$ cat config.mk
export PLATFORM = sky130hd
export DESIGN_NAME = fetch_queue_flat
export DESIGN_NICKNAME = d
export VERILOG_FILES = /design/src/rtl/fetch_queue_if.sv /design/src/rtl/fetch_queue.sv /design/src/flat_wrapper.sv
export SDC_FILE = /design/constraint.sdc
export NUM_CORES = 1
export LEC_CHECK = 0
export ABC_AREA = 1
export BUFFER_PORTS_ARGS = -buffer_cell sky130_fd_sc_hd__buf_4
export CORE_MARGIN = 5
export CORE_UTILIZATION = 49
export DETAILED_ROUTE_END_ITERATION = 7
export PLACE_DENSITY = 0.82
export SKIP_LAST_GASP = 1
export SLEW_MARGIN = 20
export SYNTH_ARGS = -nofsm -noshare
export SYNTH_HDL_FRONTEND = slang
export SYNTH_SLANG_ARGS = --single-unit
$ cat constraint.sdc
create_clock -name clk -period 3.3 [get_ports clk]
set_clock_uncertainty 0.2 [all_clocks]
set_input_delay 0.66 -clock clk [delete_from_list [all_inputs] [get_ports clk]]
set_output_delay 0.66 -clock clk [all_outputs]
set_load 0.02 [all_outputs]
$ cat src/rtl/fetch_queue_if.sv
// fetch_queue_if: PC, instruction-memory and decode-side signals of the fetch stage.
interface fetch_queue_if #(
    parameter int ADDR_W = 32,
    parameter int DATA_W = 32
);
    logic              pc_adv;
    logic [ADDR_W-1:0] pc_in;
    logic              redirect;
    logic              imem_req_valid;
    logic              imem_req_ready;
    logic [ADDR_W-1:0] imem_req_addr;
    logic              imem_rsp_valid;
    logic [DATA_W-1:0] imem_rsp_data;
    logic              id_valid;
    logic              id_ready;
    logic [DATA_W-1:0] id_instr;
    logic [ADDR_W-1:0] id_pc;
    logic              busy;

    modport master (
        input  pc_in, redirect, imem_req_ready, imem_rsp_valid, imem_rsp_data, id_ready,
        output pc_adv, imem_req_valid, imem_req_addr, id_valid, id_instr, id_pc, busy
    );

    modport slave (
        output pc_in, redirect, imem_req_ready, imem_rsp_valid, imem_rsp_data, id_ready,
        input  pc_adv, imem_req_valid, imem_req_addr, id_valid, id_instr, id_pc, busy
    );
endinterface

$ cat src/rtl/fetch_queue.sv
// fetch_queue: issues one imem read per PC, buffers PC-tagged instructions in a FIFO for decode.
module fetch_queue #(
    parameter int DEPTH  = 2,
    parameter int ADDR_W = 32,
    parameter int DATA_W = 32
) (
    input logic          clk,
    input logic          reset,
    fetch_queue_if.master bus
);
    localparam int PW = $clog2(DEPTH);
    localparam int CW = PW + 1;
    localparam logic [CW-1:0] FULL = CW'(DEPTH);
    localparam logic [1:0] IDLE = 2'd0, WAIT = 2'd1, DISCARD = 2'd2;

    logic [1:0]        state, state_next;
    logic [CW-1:0]     count;
    logic [PW-1:0]     wr_ptr, rd_ptr;
    logic [ADDR_W-1:0] pending_pc;
    logic [DATA_W-1:0] instr_q [DEPTH];
    logic [ADDR_W-1:0] pc_q [DEPTH];
    logic              fire, push, pop;

    // At most one request in flight, so count cannot grow past DEPTH.
    assign bus.imem_req_valid = !reset && state == IDLE && count < FULL && !bus.redirect;
    assign bus.imem_req_addr  = {bus.pc_in[ADDR_W-1:2], 2'b00};
    assign fire               = bus.imem_req_valid && bus.imem_req_ready;
    assign bus.pc_adv         = fire;
    assign bus.busy           = state != IDLE;
    assign bus.id_valid       = count != '0;
    assign bus.id_instr       = instr_q[rd_ptr];
    assign bus.id_pc          = pc_q[rd_ptr];
    assign push               = state == WAIT && bus.imem_rsp_valid && !bus.redirect;
    assign pop                = bus.id_valid && bus.id_ready && !bus.redirect;

    always_comb begin
        state_next = state == IDLE ? (fire ? WAIT : IDLE) :
                     state == WAIT ? (bus.imem_rsp_valid ? IDLE : bus.redirect ? DISCARD : WAIT) :
                     (bus.imem_rsp_valid ? IDLE : DISCARD);
    end

    always_ff @(posedge clk) begin
        if (reset) begin
            state      <= IDLE;
            count      <= '0;
            wr_ptr     <= '0;
            rd_ptr     <= '0;
            pending_pc <= '0;
            for (int i = 0; i < DEPTH; i++) begin
                instr_q[i] <= '0;
                pc_q[i]    <= '0;
            end
        end else begin
            state <= state_next;
            if (fire)
                pending_pc <= bus.pc_in;
            if (push) begin
                instr_q[wr_ptr] <= bus.imem_rsp_data;
                pc_q[wr_ptr]    <= pending_pc;
            end
            // A redirect flushes everything; a same-cycle pop is dropped.
            if (bus.redirect) begin
                count  <= '0;
                wr_ptr <= '0;
                rd_ptr <= '0;
            end else begin
                wr_ptr <= wr_ptr + PW'(push);
                rd_ptr <= rd_ptr + PW'(pop);
                count  <= count + CW'(push) - CW'(pop);
            end
        end
    end
endmodule

$ cat src/flat_wrapper.sv
// flat-port wrapper written by rule: the top's interface ports become plain ports
module fetch_queue_flat 
#(
    parameter int DEPTH  = 2,
    parameter int ADDR_W = 32,
    parameter int DATA_W = 32
)
  (clk, reset, bus_pc_in, bus_redirect, bus_imem_req_ready, bus_imem_rsp_valid, bus_imem_rsp_data, bus_id_ready, bus_pc_adv, bus_imem_req_valid, bus_imem_req_addr, bus_id_valid, bus_id_instr, bus_id_pc, bus_busy);
  fetch_queue_if #(.ADDR_W(ADDR_W), .DATA_W(DATA_W)) bus_i ();
  input logic clk;
  input logic reset;
  input wire logic [$bits(bus_i.pc_in)-1:0] bus_pc_in;
  input wire logic [$bits(bus_i.redirect)-1:0] bus_redirect;
  input wire logic [$bits(bus_i.imem_req_ready)-1:0] bus_imem_req_ready;
  input wire logic [$bits(bus_i.imem_rsp_valid)-1:0] bus_imem_rsp_valid;
  input wire logic [$bits(bus_i.imem_rsp_data)-1:0] bus_imem_rsp_data;
  input wire logic [$bits(bus_i.id_ready)-1:0] bus_id_ready;
  output wire logic [$bits(bus_i.pc_adv)-1:0] bus_pc_adv;
  output wire logic [$bits(bus_i.imem_req_valid)-1:0] bus_imem_req_valid;
  output wire logic [$bits(bus_i.imem_req_addr)-1:0] bus_imem_req_addr;
  output wire logic [$bits(bus_i.id_valid)-1:0] bus_id_valid;
  output wire logic [$bits(bus_i.id_instr)-1:0] bus_id_instr;
  output wire logic [$bits(bus_i.id_pc)-1:0] bus_id_pc;
  output wire logic [$bits(bus_i.busy)-1:0] bus_busy;
  assign bus_i.pc_in = bus_pc_in;
  assign bus_i.redirect = bus_redirect;
  assign bus_i.imem_req_ready = bus_imem_req_ready;
  assign bus_i.imem_rsp_valid = bus_imem_rsp_valid;
  assign bus_i.imem_rsp_data = bus_imem_rsp_data;
  assign bus_i.id_ready = bus_id_ready;
  assign bus_pc_adv = bus_i.pc_adv;
  assign bus_imem_req_valid = bus_i.imem_req_valid;
  assign bus_imem_req_addr = bus_i.imem_req_addr;
  assign bus_id_valid = bus_i.id_valid;
  assign bus_id_instr = bus_i.id_instr;
  assign bus_id_pc = bus_i.id_pc;
  assign bus_busy = bus_i.busy;
  fetch_queue #(.DEPTH(DEPTH), .ADDR_W(ADDR_W), .DATA_W(DATA_W)) u_core (.clk(clk), .reset(reset), .bus(bus_i));
endmodule
* Word level (Yosys, flattened, before mapping)
Memories as Yosys holds them, arrays and structs flattened. A register that Yosys moved wholly into a read port is not among the register bits.
Cells that the tools add are included.
** Storage, ports and cells
- Bits in registers :: 38
- RAM bits :: 128
- Output and inout port bits :: 100
- Word-level logic and storage cells :: 48
- Memories kept :: 2
** Operators by class
- Add/subtract/negate cells :: 4
- Magnitude comparators :: 1
- Equality and inequality tests :: 1
- Multiplexer cells :: 19
- Reduce and logical (&&, ||, !) cells :: 16
** Memory list
- u_core.instr_q :: words 2, width 32, read ports 1, clocked after Yosys merged registers in 1, write ports 2, line fetch_queue.sv:20 : logic [DATA_W-1:0] instr_q [DEPTH];
- u_core.pc_q :: words 2, width 32, read ports 1, clocked after Yosys merged registers in 1, write ports 2, line fetch_queue.sv:21 : logic [ADDR_W-1:0] pc_q [DEPTH];
** Operators with widths (number)
- 32-bit 2-to-1 mux :: 2
- 32-bit OR reduction :: 2
- 1-bit 2-to-1 mux :: 12
- 2-bit 2-to-1 mux :: 5
- 1-bit logical AND :: 8
- 2-bit nonzero test :: 2
- 1-bit adder :: 2
- 2-bit by 1-bit adder with 2-bit output :: 1
- 2-bit by 1-bit equality test with 1-bit output (second input constant) :: 1
- 1-bit logical NOT :: 2
- 2-bit logical NOT :: 1
- 2-bit less-than comparator (second input constant) :: 1
- 2-bit OR reduction :: 1
- 2-bit by 1-bit subtractor with 2-bit output :: 1

* Depth between registers and ports, before layout
- Word-level depth :: 8
- Depth in mapped cells :: 11
- Mapped depth without buffers :: 11

* Worst setup path before layout
Ideal clock, no wire load.
- Kind :: input to register
- Start :: in bus_redirect
- End :: mem u_core.instr_q[1][0] (enable)
- Library setup time :: 0.424 ns
- Data arrival time :: 2.719 ns
- Path slack :: -0.043 ns
- Stages on the path :: 7
- Path buffers :: 2
- Cell sequence :: nor2_1 -> nand2_1 -> nor2_2 -> nand2_1 -> buf_4 -> buf_6 -> nand2_1
** RTL lines
- start, declared :: line flat_wrapper.sv:13 : input wire logic [$bits(bus_i.redirect)-1:0] bus_redirect;
- end, declared :: line fetch_queue.sv:20

==> impl_metrics.py <==
metrics = {
    "timing": {
        "hold_viol_final": 0,
        "holdWs_ps": 260.3,
        "period_needed_ps": 2661,
        "finalSetupViolCount": 0,
        "fin_setup_tns_ps": 0,
        "rsz0062_at_grt": "no",
        "setup_ws_ps": 638.9,
        "fmax_ghz": 0.3758,
        "maxSlewViolCount": 0,
        "worst_slew_pin_slew_ps": 804.9,
        "post-route-period-util_pct": 80.64,
        "max_slew_margin_pct": 46.34,
    },
    "cells_and_area": {
        "utilization_pct": 60.48,
        "layout.nets": 992,
        "syn2layout_area_growth_pct": 21.73,
        "antennaDiodeCount": 0,
        "fillers": 1352,
        "drive_above_1_share_pct": 32.90,
        "instances_no_fill": 1149,
    },
    "placed_design": {
        "io_buffers": 167,
        "dpl_worst_slack_ps": 629.2,
        "dp_hpwl_um": 10800,
        "dp_cells": 1117,
        "place.gp.congestion": 0.7738,
    },
    "critical_path": {
        "crit_required_ps": 2440,
        "worst_setup_path_end_kind": "primary output",
        "crit_path_start_kind": "flop",
        "cp_max_fo": 36,
        "crit_type": "reg -> out",
        "crit_arrival_ps": 1800,
    },
    "power_and_ir_drop": {
        "power.leakage_nw": 4.242,
        "switchingPower_w": 0.001099,
        "combPwrFrac_pct": 9.7,
        "p_per_area_nw_per_um2": 488.9,
        "swShare_pct": 23.48,
        "p_seq_share_pct": 50.1,
        "p_int_w": 0.003582,
        "clkPwrFrac_pct": 40.1,
        "ir_drop_mv": 0.3605,
    },
    "synthesis": {
        "synthArstFlopShare_pct": 0,
        "seq_area_frac_synth_pct": 58.55,
        "ys_ff_latch": 166,
        "synth_area_leader_cell": "edfxtp_1",
        "syn_avg_cell_area_um2": 9.793,
        "synth_top_area_share_pct": 48.88,
        "synth-edff-count": 128,
        "synthTopCellsByCount": "nand2_1, edfxtp_1, nor3_2",
        "syn_area_um2": 7864,
        "synthTopCellsByArea": "edfxtp_1, nand2_1, nor3_2",
        "yosysUniqueCellTypes": 21,
        "yosysMostFrequentCell": "nand2_1",
        "synth_top_flop_cell": "edfxtp_1",
        "yosysWarnings": 0,
        "syn_inst": 803,
    },
    "clock_tree": {
        "cts_hold_buffers": 0,
        "cts-root-buf": "clkbuf_16",
        "clk_path_buf_depth": 2,
        "cts_htree_levels": 4,
        "post_cts_resized": 0,
        "post_cts_buffers": 0,
        "cts_tree": "built",
        "cts_made_buffers": 17,
        "clk_pin_slew_ps": 70,
        "cts.sinks": 166,
        "clk_latency_ps": 430,
    },
    "floorplan": {
        "rows": 46,
        "die_w_um": 136.7,
        "fp.dieArea_um2": 18680,
        "dieHeight_um": 136.7,
        "io_pins": 170,
        "initial_core_util_pct": 49.68,
        "coreArea_um2": 15830,
    },
    "drt": {
        "drtIter0Drc": 294,
        "dr_total_vias": 5473,
        "antenna_left": 0,
        "viasPerCell": 4.763,
        "wl_um": 16540,
        "drc": 0,
        "wire_per_inst_um": 14.39,
        "drt-pass1-iter-count": 4,
    },
    "flow_run": {
        "drv_cap": 0,
    },
    "global_routing": {
        "grt_pass1_vias": 5446,
        "grt_pass1_wl_um": 27120,
        "gr-usage-all-layers_pct": 18.73,
        "antenna_found_initial": 0,
        "grt_max_degree": 81,
        "grt-ovfl-total": 0,
    },
    "hold_path": {
        "hold_path_class": "in -> reg",
    },
    "run_status": {
        "run_status": "complete, no violations",
    },
}
[cell type report]
class	instances	area [um^2]	share of cell area, %
Clock inverter	9	58.81	0.6143
Timing Repair Buffer	181	1379	14.40
Multi-Input combinational cell	478	2465	25.75
Sequential cell	166	4606	48.11
Inverter	76	285.3	2.980
Clock buffer	23	509.2	5.320
Tap cell	216	270.3	2.823
[kinds of logic (layout without fill, tap and decap cells)]
| logic type | count (synthesis) | count (layout) | synth area share (%) |
|---|---|---|---|
| simple gates | 467 | 467 | 30.06 |
| flops | 166 | 166 | 58.55 |
| buf+inv | 160 | 289 | 10.53 |
| compound gates | 6 | 6 | 0.3817 |
| fa+ha+maj | 2 | 2 | 0.3182 |
| other cells | 1 | 2 | 0.04769 |
| xor+xnor | 1 | 1 | 0.1114 |
[per-layer routing]
metal	vias to the layer above	share of wire [%]	global-route usage [%]
met5	-	0	0
met4	0	1.3	5.711
met3	18	5.9	4.265
met2	142	50	31.38
met1	2536	43	24.31
li1	2777	-	-
[critical path, stage by stage, from the launching register on]
cell	delay, ps
dfxtp_2	320
inv_2	430
buf_12	280
nand2_1	70
nand2_1	90
buf_4	150
[per-stage QoR]
| step | cell area (um^2) | total power [W] |
|---|---|---|
| 2_1_floorplan | 7873 | 0.002671 |
| 3_3_place_gp | 9001 | 0.002841 |
| 3_5_place_dp | 9001 | 0.002852 |
| 4_1_cts | 9569 | 0.004715 |
| 5_1_grt | 9573 | 0.004859 |
| 6_report | 9573 | 0.004681 |
[cell usage in the layout, fill, tap and decap left out, types with 2 or more instances in the layout]
master and n:
clkbuf_8 4, nand2_1 262, nor2_1 69, clkinv_2 2, clkbuf_16 18, edfxtp_1 128
nor3_2 88, conb_1 2, inv_1 74, nor3_1 41, ha_1 2, buf_6 2
inv_4 5, a21oi_1 3, nand2_4 4, o21ai_0 3, dfxtp_1 37, buf_4 178
[power by group through the flow]
stage | clock network, W | registers [W] | logic (W)
detailed placement | 0 | 0.00239 | 0.000461
CTS | 0.00191 | 0.00235 | 0.000463
finish | 0.00188 | 0.00235 | 0.000456
global placement | 0 | 0.00239 | 0.000454
global route | 0.00200 | 0.00235 | 0.000504
floorplan | 0 | 0.00239 | 0.000284
[path summary, 6_finish.rpt]
kind                                                  from                                  to  slack (ps)  cells past startpoint
worst max-delay path              u_core.rd_ptr$_SDFF_PP0_                       bus_id_pc[30]         640                      5
worst min register to register  u_core.count[1]$_SDFF_PP0_          u_core.count[1]$_SDFF_PP0_         290                      2
worst max register to register  u_core.state[1]$_SDFF_PP0_  u_core.instr_q[1][9]$_SDFFCE_PN0P_        1110                      6
worst min-delay path                         bus_pc_in[13]  u_core.pending_pc[13]$_SDFFE_PP0P_         260                      3
[state kept, by name, indices dropped and copies added (netlist names)]
| register | count |
|---|---|
| u_core.state | 2 |
| u_core.count | 2 |
| u_core.pc_q | 64 |
| u_core.wr_ptr | 1 |
| u_core.rd_ptr | 1 |
| u_core.pending_pc | 32 |
| u_core.instr_q | 64 |
(Power assumes the default switching activity.)
